==> src/rtl/multi_cycle_control_unit.sv <==
// Sequencing FSM for the shared multi-cycle RV32I datapath: drives the mux selects
// and write enables, and tracks the halted flag and the count of retired instructions.
//
//  state  | meaning
//  -------+-----------------------------------------------------------
//  S_IF   | fetch at PC; wait for mem_ready, then latch IR and PC <= PC+4
//  S_ID   | decode; ALUOut <= old_pc + imm; ECALL resolves here
//  S_EX   | execute; branches and jumps finish here
//  S_MEM  | load/store access at ALUOut; wait for mem_ready
//  S_WB   | register write from ALUOut or MDR
//  S_HALT | halted until reset
module multi_cycle_control_unit #(
    parameter int CNT_WIDTH = 32
) (
    input  logic                 clk,
    input  logic                 reset,
    input  logic [6:0]           opcode,
    input  logic                 bcond,
    input  logic                 mem_ready,
    input  logic                 halt_req,
    output logic                 ir_write,
    output logic                 i_or_d,
    output logic                 mem_read,
    output logic                 mem_write,
    output logic [1:0]           wd_sel,
    output logic                 reg_write,
    output logic [1:0]           alu_src_a,
    output logic [1:0]           alu_src_b,
    output logic [1:0]           alu_op_sel,
    output logic                 pc_write,
    output logic                 pc_source,
    output logic                 is_halted,
    output logic [CNT_WIDTH-1:0] retired_count
);

    localparam logic [6:0] OP_R      = 7'b0110011;
    localparam logic [6:0] OP_I      = 7'b0010011;
    localparam logic [6:0] OP_LOAD   = 7'b0000011;
    localparam logic [6:0] OP_STORE  = 7'b0100011;
    localparam logic [6:0] OP_BRANCH = 7'b1100011;
    localparam logic [6:0] OP_JAL    = 7'b1101111;
    localparam logic [6:0] OP_JALR   = 7'b1100111;
    localparam logic [6:0] OP_ECALL  = 7'b1110011;

    typedef enum logic [2:0] {
        S_IF   = 3'd0,
        S_ID   = 3'd1,
        S_EX   = 3'd2,
        S_MEM  = 3'd3,
        S_WB   = 3'd4,
        S_HALT = 3'd5
    } state_t;

    state_t state_q;
    state_t state_d;
    logic   retire;
    logic   op_known;

    assign op_known = (opcode == OP_R)      || (opcode == OP_I)     ||
                      (opcode == OP_LOAD)   || (opcode == OP_STORE) ||
                      (opcode == OP_BRANCH) || (opcode == OP_JAL)   ||
                      (opcode == OP_JALR);

    always_ff @(posedge clk or negedge reset) begin
        if (!reset) begin
            state_q       <= S_IF;
            retired_count <= '0;
            is_halted     <= 1'b0;
        end else begin
            state_q   <= state_d;
            is_halted <= (state_d == S_HALT);
            if (retire) begin
                retired_count <= retired_count + CNT_WIDTH'(1);
            end
        end
    end

    always_comb begin
        state_d = state_q;
        retire  = 1'b0;
        case (state_q)
            S_IF: begin
                if (mem_ready) state_d = S_ID;
            end
            S_ID: begin
                if (opcode == OP_ECALL && halt_req) begin
                    state_d = S_HALT;
                end else if (opcode == OP_ECALL || !op_known) begin
                    state_d = S_IF;
                    retire  = 1'b1;
                end else begin
                    state_d = S_EX;
                end
            end
            S_EX: begin
                case (opcode)
                    OP_R, OP_I:                 state_d = S_WB;
                    OP_LOAD, OP_STORE:          state_d = S_MEM;
                    OP_BRANCH, OP_JAL, OP_JALR: begin
                        state_d = S_IF;
                        retire  = 1'b1;
                    end
                    default:                    state_d = S_IF;
                endcase
            end
            S_MEM: begin
                if (mem_ready) begin
                    if (opcode == OP_LOAD) begin
                        state_d = S_WB;
                    end else begin
                        state_d = S_IF;
                        retire  = 1'b1;
                    end
                end
            end
            S_WB: begin
                state_d = S_IF;
                retire  = 1'b1;
            end
            S_HALT:  state_d = S_HALT;
            default: state_d = S_IF;
        endcase
    end

    // Everything is held at 0 while reset is low, independent of the state register.
    always_comb begin
        ir_write   = 1'b0;
        i_or_d     = 1'b0;
        mem_read   = 1'b0;
        mem_write  = 1'b0;
        wd_sel     = 2'b00;
        reg_write  = 1'b0;
        alu_src_a  = 2'b00;
        alu_src_b  = 2'b00;
        alu_op_sel = 2'b00;
        pc_write   = 1'b0;
        pc_source  = 1'b0;
        if (reset) begin
            case (state_q)
                S_IF: begin
                    mem_read  = 1'b1;
                    alu_src_b = 2'b01;
                    if (mem_ready) begin
                        ir_write = 1'b1;
                        pc_write = 1'b1;
                    end
                end
                S_ID: begin
                    alu_src_a = 2'b10;
                    alu_src_b = 2'b10;
                end
                S_EX: begin
                    case (opcode)
                        OP_R: begin
                            alu_src_a  = 2'b01;
                            alu_op_sel = 2'b10;
                        end
                        OP_I: begin
                            alu_src_a  = 2'b01;
                            alu_src_b  = 2'b10;
                            alu_op_sel = 2'b10;
                        end
                        OP_LOAD, OP_STORE: begin
                            alu_src_a = 2'b01;
                            alu_src_b = 2'b10;
                        end
                        OP_BRANCH: begin
                            alu_src_a  = 2'b01;
                            alu_op_sel = 2'b01;
                            pc_write   = bcond;
                            pc_source  = bcond;
                        end
                        OP_JAL: begin
                            reg_write = 1'b1;
                            wd_sel    = 2'b10;
                            pc_write  = 1'b1;
                            pc_source = 1'b1;
                        end
                        // Link value is the PC before this edge, which is already old_pc+4.
                        OP_JALR: begin
                            alu_src_a = 2'b01;
                            alu_src_b = 2'b10;
                            reg_write = 1'b1;
                            wd_sel    = 2'b10;
                            pc_write  = 1'b1;
                        end
                        default: ;
                    endcase
                end
                S_MEM: begin
                    i_or_d    = 1'b1;
                    mem_read  = (opcode == OP_LOAD);
                    mem_write = (opcode == OP_STORE);
                end
                S_WB: begin
                    reg_write = 1'b1;
                    wd_sel    = (opcode == OP_LOAD) ? 2'b01 : 2'b00;
                end
                default: ;
            endcase
        end
    end

endmodule

==> config.mk <==
export PLATFORM = sky130hd
export DESIGN_NAME = multi_cycle_control_unit
export DESIGN_NICKNAME = d
export VERILOG_FILES = /design/src/rtl/multi_cycle_control_unit.sv
export SDC_FILE = /design/constraint.sdc
export NUM_CORES = 1
export LEC_CHECK = 0
export ABC_AREA = 1
export CORE_ASPECT_RATIO = 0.7
export CORE_MARGIN = 2
export CORE_UTILIZATION = 48
export DETAILED_ROUTE_END_ITERATION = 10
export DONT_BUFFER_PORTS = 1
export PLACE_DENSITY = 0.61
export SLEW_MARGIN = 20
export SYNTH_ARGS = -nofsm -noshare
export SYNTH_HDL_FRONTEND = slang
export SYNTH_SLANG_ARGS = --single-unit
export TNS_END_PERCENT = 50
==> constraint.sdc <==
create_clock -name clk -period 1.6 [get_ports clk]
set_clock_uncertainty 0.2 [all_clocks]
set_input_delay 0.32 -clock clk [delete_from_list [all_inputs] [get_ports clk]]
set_output_delay 0.32 -clock clk [all_outputs]
set_load 0.1 [all_outputs]
==> impl_metrics.yaml, run 1 <==
logic_synthesis:
  mappedNetlistArea_sq_mm: 0.00275
  yosysUniqueCellTypes: 26
  synth_compound_area_share_pct: 2.19
  synth_adder_area_share_pct: 0.455
  synth_nets: 444
  synthCells: 431
  yosysWarnings: 0
  synth_mux_area_share_pct: 0
  yosysSeqAreaShare_pct: 32.8
  synth_xor_area_share_pct: 4.78
  synthSimpleGateAreaFrac_pct: 53.2
  synth_top_family_by_area: "simple AND/OR/NAND/NOR gates"
  synth_seq_cells: 36
  syn_avg_cell_area_sq_um: 6.38
power:
  power_density_mw_per_mm2: 708
  max-vdd-ir-drop_v: 0.000867
  leakagePower_nw: 2.30
timing:
  max_freq_ghz: 0.425
  drv_slew: 0
  worst_pin_slew_ns: 0.446
  final-hold-violation-count: 0
  fin_crit_ns: 2.35
  finalWorstSetupSlack_ns: -0.754
  slew_headroom_pct: 70.1
  setup_viol: 58
  timing.final.crit_share_pct: 147
  rsz0062_at_grt: "true"
  finalHoldWorstSlack_ns: 0.0953
cells_and_area:
  fin_nets: 573
  post-route-util_pct: 91.3
  drive_gt1_share_pct: 53.3
  syn2layout_area_growth_pct: 86.5
  num_antenna_cells: 0
floorplan:
  initial_utilization_pct: 49.0
  coreArea_sq_mm: 0.00561
  die_area_sq_mm: 0.00636
  num_rows: 23
  io_pins: 60
  die_width_microns: 94.4
  die_height_microns: 67.3
placement:
  routabilityCongestion: 0.948
  pre_cts_slack_ns: -0.352
  place_hpwl_mm: 7.31
  io_buffers: 0
drt:
  drt-total-wl_mm: 14.1
  ant_nets: 0
  route.detailed.drc: 0
  drt-initial-drc-count: 553
  vias: 3865
  dr.pass1.iters: 6
  wire_per_inst_microns: 22.2
  routed_via_density: 6.08
global_route:
  grt_start_max_net_pins: 37
  groute.usage.overall_pct: 39.1
  grt_pass1_wl_mm: 18.5
  antenna_found_initial: 0
  gr-total-overflow: 0
  grt_pass1_vias: 3552
worst_setup_path:
  path_delay_family: "simple AND/OR/NAND/NOR gates"
  end_kind: "primary output"
  slowest_stage: "dfrtp_1"
  cp_cell_sequence: "inv_2 > nor3_4 > nand2_2 > nor2_2 > nand2_1 > nand4_1 > nand2_1 > inv_2 > buf_12"
  path_max_fanout: 4
  critPathKind: "reg2out"
  critPathMaxStageDelay_ns: 0.42
  startpoint_type: "flop"
  critPathArrivalTime_ns: 1.83
  crit_required_ns: 1.08
  crit_buf_inv: 3
flow_run:
  drv_cap: 0
clock_network:
  clock_latency_ns: 0.30
  tritoncts: "done"
  clk_pin_slew_ns: 0.09
  htreeDepth: 2
  root_buffer: "clkbuf_8"
  cts_max_path_buffers: 2
  cts.sinks: 36
  numCtsBuffers: 5
status:
  status: "finished, violations left"
  failed_checks: "negative setup slack"
hold_path:
  hold_path_class: "in2reg"
-- per-layer routing --
layer  wire length, microns  up-vias  track usage (%)
met5                     33        -                0
met1                   5320     1785             51.0
li1                       -     1622                -
met3                   1720      109             10.5
met4                    838        2             15.8
met2                   6220      347             62.4
-- registers in the layout (all words and copies together) (netlist names) --
register,cells
retired_count,32
is_halted,1
state_q,3
-- Yosys cell counts --
cell type  instances  area, sq um
inv_2              6         22.5
xor2_1            10         87.6
o21ai_0            3         15.0
nor4_1             1         6.26
nand2_2            3         18.8
nand4_1            5         31.3
a21oi_1            5         25.0
nand3_1           40          200
nand2_4            2         22.5
nor2_8             1         20.0
ha_1               1         12.5
buf_4              4         30.0
xnor2_1            5         43.8
nand3b_1          16          120
nand2_1          186          698
inv_1             20         75.1
o211ai_2           1         12.5
clkbuf_4           2         15.0
nor2_1            70          263
buf_6              3         33.8
buf_2              1         5.00
nor2_4             4         45.0
dfrtp_1           36          901
nor3_4             1         16.3
o21a_1             1         7.51
nor3_1             4         20.0
-- timing repair --
action,CTS,global route
setup endpoints to repair,53,65
pin swaps,35,19
resized for setup,85,51
endpoints found under the hold margin,36,0
cloned,4,0
hold buffers,2,0
setup buffers,19,9
-- area by class of cell --
cell class                 count  area (sq um)
clock buffer                   6          72.6
clock inverter                 2          35.0
fill                         221           488
inverter                      26           115
multi-input combinational    359          2240
sequential                    36          1010
tap                           75          93.8
timing repair buffer         132          1550
-- kinds of logic after synthesis --
logic type,count (synthesis)
DFF,36
buffers and inverters,36
xor gates and xnor gates,15
and+or+nand+nor,333
adders and majority gates,1
AOI/OAI and AO/OA,10
-- path summary, 6_finish.rpt --
kind	cells after the start	startpoint	endpoint	slack, ns
min reg2reg	2	retired_count[30]	retired_count[30]	0.38
max in group asynchronous	2	reset	retired_count[0]	0.65
max reg2reg	12	state_q[1]	retired_count[26]	-0.51
max	9	state_q[1]	alu_src_b[1]	-0.75
min	2	mem_ready	state_q[1]	0.1
min in group asynchronous	2	reset	retired_count[9]	0.31
-- layout by cell type, fill, tap and decap left out, types with 2 or more instances in the layout --
master	n
nand3b_1	16
inv_2	11
dfrtp_2	3
xnor2_1	5
inv_1	10
a21oi_2	2
dfrtp_1	4
inv_6	2
nand3_2	21
xor2_1	10
buf_4	68
nand3_1	15
clkbuf_8	5
nor2_4	19
buf_12	29
buf_6	29
nand3_4	4
inv_4	3
nand4_1	5
dfrtp_4	29
nand2_1	147
o21ai_0	2
a21oi_4	3
nand2_2	30
nor3_4	4
nor2_2	11
nand2_4	13
nor2_1	44
buf_16	4
-- through the flow --
step	power, W	cell area (sq um)	TNS, ns	std cells
2_1_floorplan	0.00199	3170	-10.10	431
3_3_place_gp	0.00238	4300	-10.14	608
5_1_grt	0.00370	5120	-24.36	636
4_1_cts	0.00345	5000	-20.64	640
6_report	0.00363	5120	-23.71	636
3_5_place_dp	0.00240	4300	-12.18	608
-- where the power goes --
group	internal (W)	switching, W	total (W)
logic	0.000610	0.00104	0.00165
registers	0.00100	0.000124	0.00112
clock network	0.000464	0.000386	0.000850
(Power assumes the default switching activity.)
==> inputs of run 2 (changes only) <==
Settings changed: ABC_AREA 1 to unset.
==> run 2 against run 1 <==
Flip-flop and latch count stayed put; via count is 38% lower; wire length is 38% lower; power is 4.9% higher; clock power is 17% lower; clock-buffer cell count stayed put; the run still ends with negative setup slack left; sequential power is 4% higher; synthesized cell count is 48% lower.
==> impl_metrics.yaml, run 2 <==
cells_and_area:
  mostFrequentLayoutCells: "68 x buf_4, 23 x buf_12, 18 x nand2_1, 18 x xor2_1, 18 x dfrtp_2"
  num_antenna_cells: 0
  register_area_sq_um: 972
  drive_gt1_share_pct: 63.9
  multi_input_area_sq_mm: 0.00161
  fillers: 146
  largest_register_ff_count: 32
  fin_nets: 342
  top_regs: "retired_count: 32 flops, state_q: 3 flops, is_halted: 1 flops"
  post-route-util_pct: 92.0
  finalInstanceArea_sq_mm: 0.00394
  top_register: "retired_count"
  syn2layout_area_growth_pct: 86.7
  final_common_cell: "buf_4"
placement:
  place_hpwl_mm: 5.10
  io_buffers: 0
  routabilityCongestion: 0.917
  dpl_cell_area_sq_mm: 0.00339
  pre_cts_slack_ns: -0.504
timing:
  final-hold-violation-count: 0
  fin_setup_tns_ns: -24.30
  rsz0062_at_grt: "true"
  finalWorstSetupSlack_ns: -0.737
  setup_viol: 50
  worst_pin_slew_ns: 0.517
  drv_slew: 0
  timing.final.crit_share_pct: 146
  max_freq_ghz: 0.428
  slew_headroom_pct: 65.4
  fin_crit_ns: 2.34
global_route:
  antenna_found_initial: 0
  grt_start_max_net_pins: 37
  grt_pass1_wl_mm: 12.5
  grt_pass1_vias: 2428
  groute.usage.overall_pct: 32.7
  gr-total-overflow: 0
floorplan:
  die_height_microns: 59.5
  io_pins: 60
  die_area_sq_mm: 0.00495
  die_width_microns: 83.2
  coreArea_sq_mm: 0.00428
  num_rows: 20
  initial_utilization_pct: 49.3
logic_synthesis:
  mappedNetlistArea_sq_mm: 0.00211
  yosysMostFrequentCell: "dfrtp_1"
  syn_avg_cell_area_sq_um: 9.50
  synth_edf_count: 0
  synth_ff_type: "dfrtp_1"
  synth_commonest_cells: "36 x dfrtp_1, 22 x nand2_1, 20 x nand3_1, 18 x xor2_1, 14 x nor2_1"
  yosysSeqAreaShare_pct: 42.7
  synth.area.top_cells: "dfrtp_1 43%, xor2_1 7.5%, xnor2_1 5.4%"
  synth-async-reset-ratio_pct: 100
  synth_nets: 235
  yosysTopAreaCell: "dfrtp_1"
  yosysWarnings: 0
  synthCells: 222
  yosysUniqueCellTypes: 42
  synth_top_area_share_pct: 42.7
  synth_seq_cells: 36
worst_setup_path:
  critPathKind: "reg2reg"
  crit_start: "state_q[2]"
  rrSetupSlack_ns: -0.74
  path_depth: 7
  path_delay_family: "compound AO/OA/AOI/OAI gates"
  end_kind: "flop"
  critPathMaxStageDelay_ns: 0.42
  slowest_stage: "dfrtp_1"
  cp_cell_sequence: "buf_6 > nor2b_4 > o2111ai_2 > a21o_1 > a31o_4 > nor4_4 > xor2_1"
  path_max_fanout: 6
  r2r_cells: 7
  critPathArrivalTime_ns: 2.31
  crit_required_ns: 1.58
  endpoint: "retired_count[25]"
  startpoint_type: "flop"
  r2r_start: "state_q[2]"
  worst_r2r_endpoint: "retired_count[25]"
  crit_buf_inv: 1
power:
  p_sw_w: 0.00180
  combinationalPowerShare_pct: 50.9
  max-vdd-ir-drop_v: 0.00117
  power_density_mw_per_mm2: 966
  seqPwrFrac_pct: 30.7
  switching_share_pct: 47.3
  leakagePower_nw: 1.52
  p_clk_share_pct: 18.5
  intPower_w: 0.00201
hold_path:
  hold_path_class: "in2reg"
clock_network:
  clock_latency_ns: 0.30
  clk_pin_slew_ns: 0.08
  cts_max_path_buffers: 2
  numCtsBuffers: 5
  htreeDepth: 2
  tritoncts: "done"
  root_buffer: "clkbuf_8"
  cts.sinks: 36
flow_run:
  drv_cap: 0
drt:
  route.detailed.drc: 0
  ant_nets: 0
  vias: 2405
  drt-initial-drc-count: 269
  routed_via_density: 6.25
  wire_per_inst_microns: 22.8
  dr.pass1.iters: 5
  drt-total-wl_mm: 8.79
status:
  failed_checks: "negative setup slack"
  status: "finished, violations left"
[run 2: layout make-up]
class / instances / share of cell area, %
tap: 55 / 1.75
inverter: 6 / 0.763
timing repair buffer: 108 / 29.6
clock inverter: 2 / 0.254
multi-input combinational: 172 / 40.9
clock buffer: 6 / 2.10
sequential: 36 / 24.7
[run 2: metal layers]
| layer | GRT usage (%) | share of wire (%) | vias up |
|---|---|---|---|
| li1 | - | - | 1008 |
| met1 | 41.9 | 40 | 1197 |
| met2 | 54.6 | 48 | 165 |
| met3 | 8.64 | 8.7 | 35 |
| met4 | 11.7 | 3.3 | 0 |
| met5 | 0 | 0 | - |
[run 2: how the worst min path moves through the flow]
stage | from | to | cells after the start
CTS | opcode[4] | state_q[2] | 2
finish | opcode[4] | state_q[2] | 2
floorplan | reset | is_halted | 0
detailed placement | reset | retired_count[22] | 0
global route | opcode[4] | state_q[2] | 2
global placement | reset | retired_count[22] | 0
[run 2: logic make-up after synthesis]
kind of cell,Yosys count,share of synthesized area (%)
adders and majority gates,1,0.593
and+or+nand+nor,115,32.4
DFF,36,42.7
AOI/OAI and AO/OA,24,7.77
xor gates and xnor gates,31,12.9
buffers and inverters,15,3.68
[run 2: what timing repair did]
item	CTS	global route
endpoints found under the hold margin	36	0
buffers inserted	7	2
hold buffers	2	0
resized for setup	56	20
endpoints found under the setup margin	53	53
gates cloned	1	0
pin swaps	7	22
[run 2: per-stage QoR]
stage / power (W) / cells / hold WS (ns)
3_5_place_dp: 0.00279 / 365 / -0.175
4_1_cts: 0.00369 / 383 / 0.0440
3_3_place_gp: 0.00275 / 365 / -0.175
2_1_floorplan: 0.00235 / 222 / -0.176
5_1_grt: 0.00392 / 385 / 0.0493
6_report: 0.00381 / 385 / 0.0648
[run 2: power groups by stage]
stage	sequential (W)	clock [W]	combinational [W]
2_1_floorplan	0.00188	0	0.000469
3_3_place_gp	0.00115	0	0.00159
3_5_place_dp	0.00116	0	0.00162
4_1_cts	0.00115	0.000691	0.00185
5_1_grt	0.00118	0.000746	0.00199
6_report	0.00117	0.000702	0.00194
